**config.mk**
```make
export PLATFORM = sky130hd
export DESIGN_NAME = axis_buffer_uram_rd
export DESIGN_NICKNAME = d
export VERILOG_FILES = /design/src/rtl/axis_buffer_pkg.sv /design/src/rtl/axis_buffer_rd_fifo.sv /design/src/rtl/axis_buffer_uram_rd.sv
export SDC_FILE = /design/constraint.sdc
export NUM_CORES = 1
export LEC_CHECK = 0
export BUFFER_PORTS_ARGS = -buffer_cell sky130_fd_sc_hd__buf_2
export CORE_ASPECT_RATIO = 1.75
export CORE_MARGIN = 4
export CORE_UTILIZATION = 45
export CTS_BUF_LIST = sky130_fd_sc_hd__clkbuf_16
export CTS_CLUSTER_DIAMETER = 120
export CTS_CLUSTER_SIZE = 10
export DETAILED_ROUTE_END_ITERATION = 7
export PLACE_DENSITY = 0.73
export SLEW_MARGIN = 15
export SYNTH_ARGS = -nofsm -noshare
export SYNTH_HDL_FRONTEND = slang
export SYNTH_SLANG_ARGS = --single-unit
```
**constraint.sdc**
```tcl
create_clock -name clk -period 3.5 [get_ports clk]
set_input_delay 0.7 -clock clk [delete_from_list [all_inputs] [get_ports clk]]
set_output_delay 0.7 -clock clk [all_outputs]
set_load 0.01 [all_outputs]
```
**src/rtl/axis_buffer_pkg.sv**
```systemverilog
// Shared types and elaboration helpers for the URAM capture-buffer read engine.
package axis_buffer_pkg;

    typedef enum logic [1:0] {
        IDLE  = 2'd0,
        ISSUE = 2'd1,
        DRAIN = 2'd2
    } state_t;

    function automatic int read_latency(input int nbpipe);
        return nbpipe + 2;
    endfunction

    // The skid FIFO must absorb every in-flight read plus one pending pop.
    function automatic bit fifo_depth_ok(input int depth, input int nbpipe);
        return (depth > 0) && ((depth & (depth - 1)) == 0) &&
               (depth >= read_latency(nbpipe) + 1);
    endfunction

endpackage

```
**src/rtl/axis_buffer_rd_fifo.sv**
```systemverilog
// Synchronous show-ahead FIFO: pop_data always presents the head entry.
module axis_buffer_rd_fifo #(
    parameter int WIDTH = 72,
    parameter int DEPTH = 8
) (
    input  logic                     clk,
    input  logic                     rstn,
    input  logic                     push,
    input  logic [WIDTH-1:0]         push_data,
    input  logic                     pop,
    output logic [WIDTH-1:0]         pop_data,
    output logic                     full,
    output logic                     empty,
    output logic [$clog2(DEPTH):0]   count
);

    localparam int AW = $clog2(DEPTH);

    logic [WIDTH-1:0] mem [DEPTH];
    logic [AW-1:0]    wr_ptr;
    logic [AW-1:0]    rd_ptr;

    // Storage is reset so the stream data reads as zero out of reset.
    always_ff @(posedge clk or negedge rstn) begin
        if (!rstn) begin
            for (int i = 0; i < DEPTH; i++) begin
                mem[i] <= '0;
            end
            wr_ptr <= '0;
            rd_ptr <= '0;
            count  <= '0;
        end else begin
            if (push) begin
                mem[wr_ptr] <= push_data;
                wr_ptr      <= wr_ptr + 1'b1;
            end
            if (pop) begin
                rd_ptr <= rd_ptr + 1'b1;
            end
            case ({push, pop})
                2'b10:   count <= count + 1'b1;
                2'b01:   count <= count - 1'b1;
                default: count <= count;
            endcase
        end
    end

    assign pop_data = mem[rd_ptr];
    assign empty    = (count == '0);
    assign full     = (count == (AW + 1)'(DEPTH));

endmodule

```
**src/rtl/axis_buffer_uram_rd.sv**
```systemverilog
// URAM port-B read engine streaming a burst onto AXI4-Stream under credit control.
// Optional end-of-burst marker enabled by defining AXIS_BUFFER_RD_TLAST_EN.
module axis_buffer_uram_rd
    import axis_buffer_pkg::*;
#(
    parameter int AWIDTH     = 12,
    parameter int DWIDTH     = 72,
    parameter int NBPIPE     = 3,
    parameter int FIFO_DEPTH = 8
) (
    input  logic              clk,
    input  logic              rstn,
    input  logic              start,
    input  logic [AWIDTH-1:0] start_addr,
    input  logic [AWIDTH:0]   start_len,
    output logic              busy,
    output logic              mem_en,
    output logic              mem_we,
    output logic              mem_ce,
    output logic [AWIDTH-1:0] mem_addr,
    input  logic [DWIDTH-1:0] mem_dout,
    output logic [DWIDTH-1:0] m_axis_tdata,
    output logic              m_axis_tvalid,
    input  logic              m_axis_tready
`ifdef AXIS_BUFFER_RD_TLAST_EN
    ,
    output logic              m_axis_tlast
`endif
);

    localparam int L  = read_latency(NBPIPE);
    localparam int CW = $clog2(FIFO_DEPTH) + 1;
`ifdef AXIS_BUFFER_RD_TLAST_EN
    localparam int FW = DWIDTH + 1;
`else
    localparam int FW = DWIDTH;
`endif

    if (!fifo_depth_ok(FIFO_DEPTH, NBPIPE)) begin : g_depth_check
        $error("FIFO_DEPTH must be a power of two and at least the read latency + 1");
    end

    state_t            state;
    state_t            state_next;
    logic [AWIDTH-1:0] addr;
    logic [AWIDTH:0]   remaining;
    logic [L-1:0]      vld_sr;
    logic [CW-1:0]     inflight;
    logic [CW-1:0]     fifo_count;
    logic              fifo_full;
    logic              fifo_empty;
    logic              fifo_push;
    logic              fifo_pop;
    logic [FW-1:0]     fifo_din;
    logic [FW-1:0]     fifo_dout;
    logic              accept;
    logic              credit_ok;
    logic              issue;
    logic              final_issue;

    assign accept      = (state == IDLE) && start && (start_len != '0);
    assign credit_ok   = !fifo_full &&
                         (({1'b0, inflight} + {1'b0, fifo_count}) < (CW + 1)'(FIFO_DEPTH));
    assign issue       = (state == ISSUE) && credit_ok;
    assign final_issue = issue && (remaining == (AWIDTH + 1)'(1));
    assign fifo_push   = vld_sr[L-1];
    assign fifo_pop    = !fifo_empty && m_axis_tready;

    always_ff @(posedge clk or negedge rstn) begin
        if (!rstn) begin
            state <= IDLE;
        end else begin
            state <= state_next;
        end
    end

    // DRAIN exits on the cycle the last word leaves so busy drops right after it.
    always_comb begin
        state_next = state;
        case (state)
            IDLE:    if (accept) state_next = ISSUE;
            ISSUE:   if (final_issue) state_next = DRAIN;
            DRAIN:   if ((inflight == '0) && (fifo_count == CW'(fifo_pop))) state_next = IDLE;
            default: state_next = IDLE;
        endcase
    end

    always_ff @(posedge clk or negedge rstn) begin
        if (!rstn) begin
            addr      <= '0;
            remaining <= '0;
            vld_sr    <= '0;
            inflight  <= '0;
        end else begin
            if (accept) begin
                addr      <= start_addr;
                remaining <= start_len;
            end else if (issue) begin
                addr      <= addr + 1'b1;
                remaining <= remaining - 1'b1;
            end
            vld_sr <= {vld_sr[L-2:0], issue};
            case ({issue, fifo_push})
                2'b10:   inflight <= inflight + 1'b1;
                2'b01:   inflight <= inflight - 1'b1;
                default: inflight <= inflight;
            endcase
        end
    end

`ifdef AXIS_BUFFER_RD_TLAST_EN
    // Last-word flag travels alongside the read through the URAM latency.
    logic [L-1:0] last_sr;

    always_ff @(posedge clk or negedge rstn) begin
        if (!rstn) begin
            last_sr <= '0;
        end else begin
            last_sr <= {last_sr[L-2:0], final_issue};
        end
    end

    assign fifo_din      = {last_sr[L-1], mem_dout};
    assign m_axis_tdata  = fifo_dout[DWIDTH-1:0];
    assign m_axis_tlast  = fifo_dout[DWIDTH];
`else
    assign fifo_din      = mem_dout;
    assign m_axis_tdata  = fifo_dout;
`endif

    axis_buffer_rd_fifo #(
        .WIDTH (FW),
        .DEPTH (FIFO_DEPTH)
    ) u_fifo (
        .clk       (clk),
        .rstn      (rstn),
        .push      (fifo_push),
        .push_data (fifo_din),
        .pop       (fifo_pop),
        .pop_data  (fifo_dout),
        .full      (fifo_full),
        .empty     (fifo_empty),
        .count     (fifo_count)
    );

    assign busy          = (state != IDLE);
    assign mem_en        = issue;
    assign mem_we        = 1'b0;
    assign mem_ce        = 1'b1;
    assign mem_addr      = addr;
    assign m_axis_tvalid = !fifo_empty;

endmodule

```
==> impl_metrics.py <==
metrics = {
    "status": {
        "status": "completed",
    },
    "pwr": {
        "p_leak_nw": 13.51,
        "power_density_nw_per_um2": 1032,
        "peakVddDrop_mv": 0.6610,
    },
    "sta": {
        "setup_viol": 0,
        "max_slew_margin_pct": 40.95,
        "worst_pin_slew_ns": 0.8858,
        "min_period_ns": 3.206,
        "fin_crit_sh_pct": 91.60,
        "rsz0062_at_grt": "false",
        "skew_ns": 0.01794,
        "tns_ns": 0,
        "max_freq_mhz": 311.9,
        "hold_violations": 0,
        "maxSlewViolCount": 0,
    },
    "setup_path": {
        "crit_chain": "ha_1 > nor3_4 > nand4_4 > or2_1 > buf_4 > inv_6 > buf_2",
        "start_kind": "flip-flop",
        "crit_buf_inv": 3,
        "cp_top_family": "simple AND/OR/NAND/NOR gates",
        "crit_fanout": 14,
        "end_kind": "output pin",
        "cp.required_ns": 2.80,
        "arrival_ns": 2.51,
        "slowest_delay_ns": 0.41,
        "cp_slowest_cell": "dfrtp_1",
        "path_class": "reg -> out",
    },
    "route": {
        "avgViaCountPerCell": 5.819,
        "routed_wl_mm": 65.28,
        "drt_iter0_drc": 563,
        "drtAntennaViolNets": 0,
        "dr.pass1.iters": 4,
        "drt_drc_violations_left": 0,
        "via_count": 15930,
        "post_drt_wl_per_cell_microns": 23.85,
    },
    "logic_synthesis": {
        "ys_types": 62,
        "synth_nets": 1846,
        "yosys_warnings": 0,
        "synthFlopType": "dfrtp_1",
        "ys_async_sr_fraction_pct": 100.0,
        "synth-edff-count": 0,
        "ys_seq_elements": 622,
        "post_synth.cell_area_avg_sq_um": 16.26,
        "synth_cells": 1730,
        "seq_area_frac_synth_pct": 55.33,
        "netlist_area_sq_um": 28130,
    },
    "clock_network": {
        "hold_buffers": 0,
        "cts_tree": "done",
        "root_buffer": "clkbuf_16",
        "clock_sink_count": 622,
        "numCtsBuffers": 72,
        "clkTransAtPathRegs_ns": 0.06,
        "clockBufferDepth": 3,
        "cts_resized": 0,
        "clk_latency_ns": 0.61,
        "post_cts_buffers": 6,
        "htreeDepth": 3,
    },
    "finish": {
        "num-nets-final": 2040,
        "n_fill_cell": 5165,
        "layout_common_cells": "mux2_2 (647), dfrtp_1 (619), buf_2 (186)",
        "final_cells": 2737,
        "area_growth_pct": 13.85,
        "drive_above_1_share_pct": 58.13,
        "layout_commonest_cell": "mux2_2",
    },
    "global_route": {
        "antenna_found_initial": 9,
        "grt_pass1_vias": 18480,
        "grt_max_degree": 129,
        "grt_pass1_wl_mm": 105.0,
        "grt_util_all_layers_pct": 19.96,
        "grt-ovfl-total": 0,
    },
    "placed_design": {
        "gp_congestion": 0.8159,
        "place_inst": 2643,
        "hpwlAfterDp_mm": 39.81,
        "io_buffer_count": 187,
    },
    "floorplan": {
        "io_pins": 190,
        "fp.coreArea_sq_um": 62070,
        "die_area_sq_um": 66730,
        "start_util_pct": 45.32,
        "die-width_microns": 197.0,
        "num_rows": 121,
        "fp.dieH_microns": 338.7,
    },
    "flow_run": {
        "drv_cap": 0,
    },
    "min_path": {
        "hold_path_class": "in -> async",
    },
}
-- power by group --
part           switching [mW]  leakage, nW  internal [mW]
clock                    2.79        0.952           3.71
combinational            5.60         5.18           8.01
sequential               2.13         7.38           10.8
total                    10.5         13.5           22.5
-- stage by stage --
stage / utilization, % / worst slack, ns / area, sq um / total power [mW] / hold slack, ns
4_1_cts: 51.57 / 0.2221 / 32010 / 33.54 / 0.08943
2_1_floorplan: - / 0.7442 / 28130 / 22.42 / 0.3312
6_report: 51.59 / 0.2941 / 32030 / 33.05 / 0.1074
3_5_place_dp: 48.38 / 0.6704 / 30030 / 26.78 / 0.3378
3_3_place_gp: 48.38 / 0.6905 / 30030 / 26.04 / 0.3427
5_1_grt: 51.59 / 0.1497 / 32020 / 35.08 / 0.1208
-- synth_stat cells (all sizes together), types with 9 or more instances --
library cell | n | area share (%)
nor2 | 22 | 0.33
clkbuf | 24 | 0.32
inv | 12 | 0.18
xor2 | 9 | 0.28
nor3 | 9 | 0.24
xnor2 | 11 | 0.34
nand2 | 21 | 0.28
mux4 | 144 | 12
o21ai | 9 | 0.16
mux2 | 651 | 26
buf | 91 | 1.8
ha | 14 | 0.62
nor4 | 9 | 0.20
dfrtp | 622 | 55
-- final cells by class --
cell class | instances | area [sq um] | share of cell area (%)
inverters | 12 | 50.05 | 0.1563
multi-input cells | 981 | 11940 | 37.30
diodes | 6 | 15.01 | 0.04688
clock buffers | 73 | 1827 | 5.704
well taps | 799 | 999.7 | 3.122
clock inverters | 9 | 95.09 | 0.2969
flip-flops and latches | 622 | 15580 | 48.64
repair buffers | 235 | 1519 | 4.743
-- flip-flops by register name, indices dropped and copies added, names as in the netlist --
register	flops
u_fifo.mem	576
remaining	13
mem_addr	12
vld_sr	5
inflight	4
u_fifo.count	4
u_fifo.rd_ptr	3
u_fifo.wr_ptr	3
state	2
-- metal layers --
layer  part of all wire, %  wire length (microns)  track usage (%)  vias to the layer above
li1                      -                      -                -                     6849
met1                    39                  25230            23.37                     8641
met2                    55                  35760            36.48                      326
met3                   3.8                   2471            3.222                      108
met4                   2.8                   1811            7.546                        2
met5                 0.020                     13                0                        -
-- final timing paths --
kind	slack [ns]	endpoint	depth (start not counted)	start
max in group asynchronous	2.23	u_fifo.mem[27]$_DFFE_PN0P_	2	rstn
worst max register to register	0.81	inflight[2]$_DFFE_PN0P_	11	inflight[3]$_DFFE_PN0P_
worst max-delay path	0.29	mem_en	7	inflight[3]$_DFFE_PN0P_
worst min register to register	0.35	vld_sr[4]$_DFF_PN0_	0	vld_sr[3]$_DFF_PN0_
worst min-delay path	0.11	u_fifo.mem[321]$_DFFE_PN0P_	1	rstn
min in group clk	0.31	mem_addr[3]$_DFFE_PN0P_	3	start_addr[3]
-- cells by family (layout without fill, tap and decap cells) --
group                    Yosys count  in the layout  synth area share, %
other                              2              8              0.02670
buffers and inverters            127            329                2.286
AO/OA/AOI/OAI                     49             49                1.277
multiplexers                     796            796                37.63
XOR/XNOR                          20             20               0.6227
adder cells (fa/ha/maj)           15             15               0.6939
AND/OR/NAND/NOR                   99             99                2.135
flip-flops                       622            622                55.33
Power figures use the tool's default switching activity.
